File: config.mk
export PLATFORM = sky130hd
export DESIGN_NAME = seq_alu_mdu
export DESIGN_NICKNAME = d
export VERILOG_FILES = /design/src/rtl/seq_alu_mdu.sv
export SDC_FILE = /design/constraint.sdc
export NUM_CORES = 1
export LEC_CHECK = 0
export ABC_AREA = 0
export CORE_AREA = 2 2 344 346
export CTS_BUF_LIST = sky130_fd_sc_hd__clkbuf_16
export DETAILED_ROUTE_END_ITERATION = 10
export DIE_AREA = 0 0 346 348
export PLACE_DENSITY = 0.5
export SETUP_SLACK_MARGIN = 0.02
export SYNTH_ARGS = -nofsm -noshare
export SYNTH_HDL_FRONTEND = slang
export SYNTH_SLANG_ARGS = --single-unit
File: constraint.sdc
create_clock -name clk -period 7.2 [get_ports clk]
set_clock_uncertainty 0.1 [all_clocks]
set_input_delay 1.44 -clock clk [delete_from_list [all_inputs] [get_ports clk]]
set_output_delay 1.44 -clock clk [all_outputs]
set_load 0.01 [all_outputs]
File: src/rtl/seq_alu_mdu.sv
// seq_alu_mdu: execute-stage ALU with an iterative multiply/divide unit.
//   Single-cycle ops (logic, add/sub, compare, shift) complete one edge after
//   accept. MULT/MULTU/DIV/DIVU run one bit per cycle and write HI/LO.
// Ports:
//   clk, rst_n            clock, asynchronous active-low reset
//   in_valid / in_ready   request handshake (in_ready = unit idle)
//   alu_ctrl, op_a, op_b  opcode and operands
//   result, zero          registered result and result==0
//   overflow, dbz, illegal  status flags of the last completion
//   out_valid             one-cycle completion pulse
//   hi, lo                multiply/divide result registers
//
// state | meaning
// IDLE  | accepting requests, single-cycle ops complete here
// MUL   | shift-add multiply iterations
// DIV   | restoring divide iterations (or one-cycle divide-by-zero)
module seq_alu_mdu #(
    parameter int WIDTH = 32,
    localparam int SHW = $clog2(WIDTH)
) (
    input  logic             clk,
    input  logic             rst_n,
    input  logic             in_valid,
    output logic             in_ready,
    input  logic [3:0]       alu_ctrl,
    input  logic [WIDTH-1:0] op_a,
    input  logic [WIDTH-1:0] op_b,
    output logic [WIDTH-1:0] result,
    output logic             zero,
    output logic             overflow,
    output logic             dbz,
    output logic             illegal,
    output logic             out_valid,
    output logic [WIDTH-1:0] hi,
    output logic [WIDTH-1:0] lo
);

    localparam logic [1:0] IDLE = 2'd0;
    localparam logic [1:0] MUL  = 2'd1;
    localparam logic [1:0] DIV  = 2'd2;

    localparam logic [3:0] OP_MULT  = 4'b1011;
    localparam logic [3:0] OP_MULTU = 4'b1100;
    localparam logic [3:0] OP_DIV   = 4'b1101;
    localparam logic [3:0] OP_DIVU  = 4'b1110;

    localparam logic [SHW:0] CNT_INIT = (SHW+1)'(WIDTH);

    logic [1:0]       state;
    logic [SHW:0]     cnt;
    logic [WIDTH-1:0] acc_hi, acc_lo, opnd;
    logic             neg_q, neg_r, dbz_pend;

    assign in_ready = (state == IDLE);

    // ---------------- single-cycle ALU ----------------
    logic [WIDTH-1:0] sum, diff, alu_res;
    logic [SHW-1:0]   shamt;
    logic             alu_ovf, alu_ill;

    assign sum   = op_a + op_b;
    assign diff  = op_a - op_b;
    assign shamt = op_b[SHW-1:0];

    always_comb begin
        alu_res = '0;
        alu_ovf = 1'b0;
        alu_ill = 1'b0;
        case (alu_ctrl)
            4'b0000: alu_res = op_a & op_b;
            4'b0001: alu_res = op_a | op_b;
            4'b0010: begin
                alu_res = sum;
                alu_ovf = (op_a[WIDTH-1] == op_b[WIDTH-1]) && (sum[WIDTH-1] != op_a[WIDTH-1]);
            end
            4'b0011: begin
                alu_res = diff;
                alu_ovf = (op_a[WIDTH-1] != op_b[WIDTH-1]) && (diff[WIDTH-1] != op_a[WIDTH-1]);
            end
            4'b0100: alu_res = op_a ^ op_b;
            4'b0101: alu_res = ~(op_a | op_b);
            4'b0110: alu_res = {{(WIDTH-1){1'b0}}, ($signed(op_a) < $signed(op_b))};
            4'b0111: alu_res = {{(WIDTH-1){1'b0}}, (op_a < op_b)};
            4'b1000: alu_res = op_a << shamt;
            4'b1001: alu_res = op_a >> shamt;
            4'b1010: alu_res = $signed(op_a) >>> shamt;
            4'b1111: alu_ill = 1'b1;
            default: alu_res = '0;
        endcase
    end

    // ---------------- mul/div setup ----------------
    logic             is_mdu, is_div, is_signed, sa, sb;
    logic [WIDTH-1:0] mag_a, mag_b;

    assign is_mdu    = (alu_ctrl == OP_MULT) || (alu_ctrl == OP_MULTU) ||
                       (alu_ctrl == OP_DIV)  || (alu_ctrl == OP_DIVU);
    assign is_div    = (alu_ctrl == OP_DIV) || (alu_ctrl == OP_DIVU);
    assign is_signed = (alu_ctrl == OP_MULT) || (alu_ctrl == OP_DIV);
    assign sa        = is_signed & op_a[WIDTH-1];
    assign sb        = is_signed & op_b[WIDTH-1];
    assign mag_a     = sa ? -op_a : op_a;
    assign mag_b     = sb ? -op_b : op_b;

    // ---------------- iteration datapath ----------------
    // Multiply: {acc_hi, acc_lo} is the product register; multiplier bits
    // shift out of acc_lo[0] as the partial sum shifts in from the top.
    logic [WIDTH:0]     mul_sum;
    logic [WIDTH-1:0]   mul_hi_n, mul_lo_n;
    logic [2*WIDTH-1:0] mul_prod, mul_fin;

    assign mul_sum  = {1'b0, acc_hi} + {1'b0, (acc_lo[0] ? opnd : '0)};
    assign mul_hi_n = mul_sum[WIDTH:1];
    assign mul_lo_n = {mul_sum[0], acc_lo[WIDTH-1:1]};
    assign mul_prod = {mul_hi_n, mul_lo_n};
    assign mul_fin  = neg_q ? -mul_prod : mul_prod;

    // Divide: acc_hi is the partial remainder, acc_lo shifts dividend bits
    // out of the top and quotient bits in at the bottom.
    logic [WIDTH:0]   div_sh, div_sub;
    logic             div_ge;
    logic [WIDTH-1:0] div_hi_n, div_lo_n, div_q, div_r;

    assign div_sh   = {acc_hi, acc_lo[WIDTH-1]};
    assign div_ge   = div_sh >= {1'b0, opnd};
    assign div_sub  = div_sh - {1'b0, opnd};
    assign div_hi_n = div_ge ? div_sub[WIDTH-1:0] : div_sh[WIDTH-1:0];
    assign div_lo_n = {acc_lo[WIDTH-2:0], div_ge};
    assign div_q    = neg_q ? -div_lo_n : div_lo_n;
    assign div_r    = neg_r ? -div_hi_n : div_hi_n;

    logic             done;
    logic [WIDTH-1:0] fin_hi, fin_lo;

    always_comb begin
        done   = 1'b0;
        fin_hi = '0;
        fin_lo = '0;
        if (state == MUL) begin
            done   = (cnt == 1);
            fin_hi = mul_fin[2*WIDTH-1:WIDTH];
            fin_lo = mul_fin[WIDTH-1:0];
        end else if (state == DIV) begin
            done = dbz_pend || (cnt == 1);
            if (dbz_pend) begin
                fin_hi = acc_hi;
                fin_lo = '1;
            end else begin
                fin_hi = div_r;
                fin_lo = div_q;
            end
        end
    end

    // ---------------- sequential ----------------
    always_ff @(posedge clk or negedge rst_n) begin
        if (!rst_n) begin
            state     <= IDLE;
            cnt       <= '0;
            acc_hi    <= '0;
            acc_lo    <= '0;
            opnd      <= '0;
            neg_q     <= 1'b0;
            neg_r     <= 1'b0;
            dbz_pend  <= 1'b0;
            result    <= '0;
            zero      <= 1'b0;
            overflow  <= 1'b0;
            dbz       <= 1'b0;
            illegal   <= 1'b0;
            out_valid <= 1'b0;
            hi        <= '0;
            lo        <= '0;
        end else begin
            out_valid <= 1'b0;
            case (state)
                IDLE: begin
                    if (in_valid) begin
                        if (is_mdu) begin
                            state    <= is_div ? DIV : MUL;
                            cnt      <= CNT_INIT;
                            neg_q    <= sa ^ sb;
                            neg_r    <= sa;
                            opnd     <= mag_b;
                            dbz_pend <= is_div && (op_b == '0);
                            // divide-by-zero returns the raw dividend in HI
                            acc_hi   <= (is_div && (op_b == '0)) ? op_a : '0;
                            acc_lo   <= mag_a;
                        end else begin
                            result    <= alu_res;
                            zero      <= (alu_res == '0);
                            overflow  <= alu_ovf;
                            illegal   <= alu_ill;
                            dbz       <= 1'b0;
                            out_valid <= 1'b1;
                        end
                    end
                end
                MUL: begin
                    acc_hi <= mul_hi_n;
                    acc_lo <= mul_lo_n;
                    cnt    <= cnt - 1'b1;
                end
                DIV: begin
                    acc_hi <= div_hi_n;
                    acc_lo <= div_lo_n;
                    cnt    <= cnt - 1'b1;
                end
                default: state <= IDLE;
            endcase

            if (done) begin
                state     <= IDLE;
                hi        <= fin_hi;
                lo        <= fin_lo;
                result    <= fin_lo;
                zero      <= (fin_lo == '0);
                overflow  <= 1'b0;
                illegal   <= 1'b0;
                dbz       <= (state == DIV) && dbz_pend;
                out_valid <= 1'b1;
            end
        end
    end

endmodule

==> flow_summary.ini <==
[die]
die_w_um = 346
fp.dieH_um = 348
rows = 126
initial_core_util_pct = 24.8
ios = 173
coreArea_um2 = 117000
die-area_um2 = 120000

[final_layout]
antennaDiodeCount = 0
fill_cells = 12800
area_growth_pct = 15.5
seqCellArea_um2 = 5210
drive_gt1_share_pct = 8.40
instances_no_fill = 5536
multi_input_area_um2 = 22000
fin_nets = 4225

[logic_synthesis]
yosys.area.top_type = dfrtp_1
netlist.area_leader.share_pct = 18.0
synth_edf_count = 0
ys_ff_latch = 208
netlist_instances = 3967
synth_nets = 4214
yosysMostFrequentCell = nand2_1
ys_seq_area_share_pct = 18.0
synthFlopType = dfrtp_1
syn_area_um2 = 29000
synth_area_per_cell_um2 = 7.31
netlist_top_cells_area = dfrtp_1 (18%), ha_1 (7.4%), nand2_1 (6.4%)
synth_common_cells = nand2_1 (495), o21ai_0 (360), nor2_1 (339)
yosysUniqueCellTypes = 99
synthArstFlopShare_pct = 100
ys_warn_count = 0

[setup_path]
cp_top_family = compound AO/OA/AOI/OAI gates
cp-startpoint = op_a[2]
reg2reg_to = zero$_DFFE_PN0P_
crit_chain = clkdlybuf4s50_1 -> buf_4 -> inv_1 -> ha_1 -> a211oi_1 -> o21bai_1 -> a221oi_1 -> buf_4 -> a2bb2oi_1 -> o221ai_1 -> a221oi_1 -> o21ai_0 -> buf_4 -> nor4_1 -> buf_4 -> nand4_1 -> nor3_1 -> nand4_1 -> o31ai_1
crit_type = in2reg
regToRegSetupSlack_ns = 0.85
crit_path_end = zero$_DFFE_PN0P_
cp.arrival_ns = 6.77
critPathRequiredTime_ns = 7.61
crit_path_start_kind = input pin
ff2ff_path_depth = 23
max_stage_delay_ns = 0.76
path_buf_inv = 6
slowest_stage = a221oi_1
worstSetupEndpointType = flip-flop
crit_cells = 19
cp_common_cell = buf_4
crit_fanout = 12
reg2reg_from = acc_hi[17]$_DFFE_PN0P_

[clock_network]
clockBufferDepth = 3
cts_resized = 0
clkTransAtPathRegs_ns = 0.06
cts_setup_buffers = 0
cts_tree = yes
h-tree-depth = 1
holdBufCountCts = 0
cts_made_buffers = 29
clock_sinks = 208
clock_latency_ns = 0.60
cts_root_buffer = clkbuf_16

[global_routing]
grt_pass1_wl_um = 229000
gr-total-overflow = 0
track_usage_pct = 25.4
first_global_vias = 31400
grt_max_degree = 89
antenna_found_initial = 12

[pwr]
peakVddDrop_uv = 271
combPwrFrac_pct = 68.9
clkPwrFrac_pct = 12.4
p_per_area_nw_per_um2 = 356
leakagePower_uw = 0.0132
seqPwrFrac_pct = 18.7
sw_frac_of_total_pct = 55.6
power_uw = 11900
internal_power_uw = 5290
p_switching_uw = 6610

[sta]
grt_setup_unrepaired = no
tightest_slew_ns = 1.18
clock.fmax_ghz = 0.157
final.period_utilization_pct = 88.3
slew_violations = 0
slew_headroom_pct = 21.6
finalWorstSetupSlack_ns = 0.839
min_period_ns = 6.36
timing.setup.tns_ns = 0
hold_viol = 0
hold_slack_ns = 0.373
setup-violations-final = 0

[place]
routabilityCongestion = 1.03
hpwl_um = 125000
port_buffers = 172
dp.cells = 5483
dp_slack_ns = 0.292

[run]
cap_violations = 0

[worst_hold_path]
hp-class = reg2reg
holdCritStartpoint = lo[0]$_DFFE_PN0P_

[detailed_routing]
dr.pass1.iters = 6
wirelength_um = 159000
ant_nets = 0
vias = 33400
wire_per_inst_um = 28.8
drt-initial-drc-count = 4905
via_per_inst = 6.03
drc = 0

[outcome]
status = complete, no violations
cell usage in the layout (no fill, tap or decap), types with 26 or more instances in the layout:
cell,instances
a211oi_1,59
a21o_1,54
a21oi_1,253
a221oi_1,59
a22oi_1,57
a31oi_1,44
and2_1,27
buf_4,141
clkbuf_16,29
clkdlybuf4s50_1,167
dfrtp_1,206
ha_1,169
inv_1,168
mux2_2,26
mux2i_1,91
mux4_2,49
nand2_1,495
nand2b_1,37
nand3_1,64
nand4_1,60
nor2_1,338
nor2b_1,32
nor3_1,80
nor4_1,53
o211ai_1,52
o21ai_0,360
o22ai_1,39
o31ai_1,50
o41ai_1,28
or3_1,29
xnor2_1,175
xor2_1,66
registers in the layout, indices dropped and copies added (netlist names), 2 cells and up:
name and count:
cnt 6, acc_lo 32, state 2, acc_hi 32, result 32, hi 32, opnd 32, lo 32
power by group through the flow:
stage               sequential, uW  combinational (uW)  clock (uW)
floorplan                     1890                5450           0
global placement              2220                8000           0
finish                        2230                8200        1480
CTS                           2210                8020        1510
detailed placement            2230                7980           0
global route                  2270                8830        1550
logic make-up (layout without fill, tap and decap cells):
logic type,Yosys count,in the layout,synth area share [%]
XOR/XNOR,241,241,7.28
buffers and inverters,500,533,6.59
adder cells (fa/ha/maj),176,176,7.70
multiplexers,166,166,7.96
AND/OR/NAND/NOR,1353,1353,22.2
AO/OA/AOI/OAI,1323,1323,30.3
flip-flops,208,208,18.0
layout make-up:
type | count | area share [%]
clock buffers | 29 | 2.17
well taps | 1536 | 5.74
multi-input cells | 3259 | 65.7
clock inverters | 24 | 0.661
inverters | 167 | 1.87
repair buffers | 313 | 8.35
flip-flops and latches | 208 | 15.6
worst reg2reg max path, cell delays in order (launching register included):
cell and delay, ns:
dfrtp_1 0.46, ha_1 0.43, a21oi_1 0.28, o21ai_0 0.17
a21oi_1 0.21, nor2_1 0.09, o21ai_2 0.39, nand2_1 0.14
inv_1 0.13, ha_1 0.15, buf_4 0.17, nor4bb_1 0.46
nand2_1 0.18, a211o_1 0.32, a32oi_1 0.19, buf_4 0.15
nand4_1 0.06, or4_1 0.41, or4_1 0.41, nor4_1 0.29
or4b_1 0.54, nor4_1 0.32, a32oi_1 0.13, o31ai_1 0.11
per-stage QoR:
stage / area, um2 / utilization, %
after global placement: 32500 / 27.8
after CTS: 33500 / 28.6
final: 33500 / 28.6
after floorplan: 29000 / -
after global routing: 33500 / 28.6
after detailed placement: 32500 / 27.8
layer usage:
metal / global-route usage [%] / vias to the layer above / part of all wire [%]
met4: 10.4 / 10 / 4.8
met5: 0 / - / 0.044
met2: 39.9 / 1954 / 44
met1: 34.3 / 16300 / 42
met3: 4.48 / 353 / 9.1
li1: - / 14700 / -
how the worst min path moves through the flow:
| stage | endpoint | cells past startpoint | slack (ns) |
|---|---|---|---|
| floorplan | opnd[31]$_DFFE_PN0P_ | 2 | 0.35 |
| global placement | opnd[12]$_DFFE_PN0P_ | 2 | 0.36 |
| detailed placement | lo[0]$_DFFE_PN0P_ | 2 | 0.37 |
| CTS | lo[9]$_DFFE_PN0P_ | 1 | 0.38 |
| global route | lo[21]$_DFFE_PN0P_ | 1 | 0.39 |
| finish | lo[0]$_DFFE_PN0P_ | 2 | 0.37 |
Note: power is estimated with default switching activity, not from simulation.
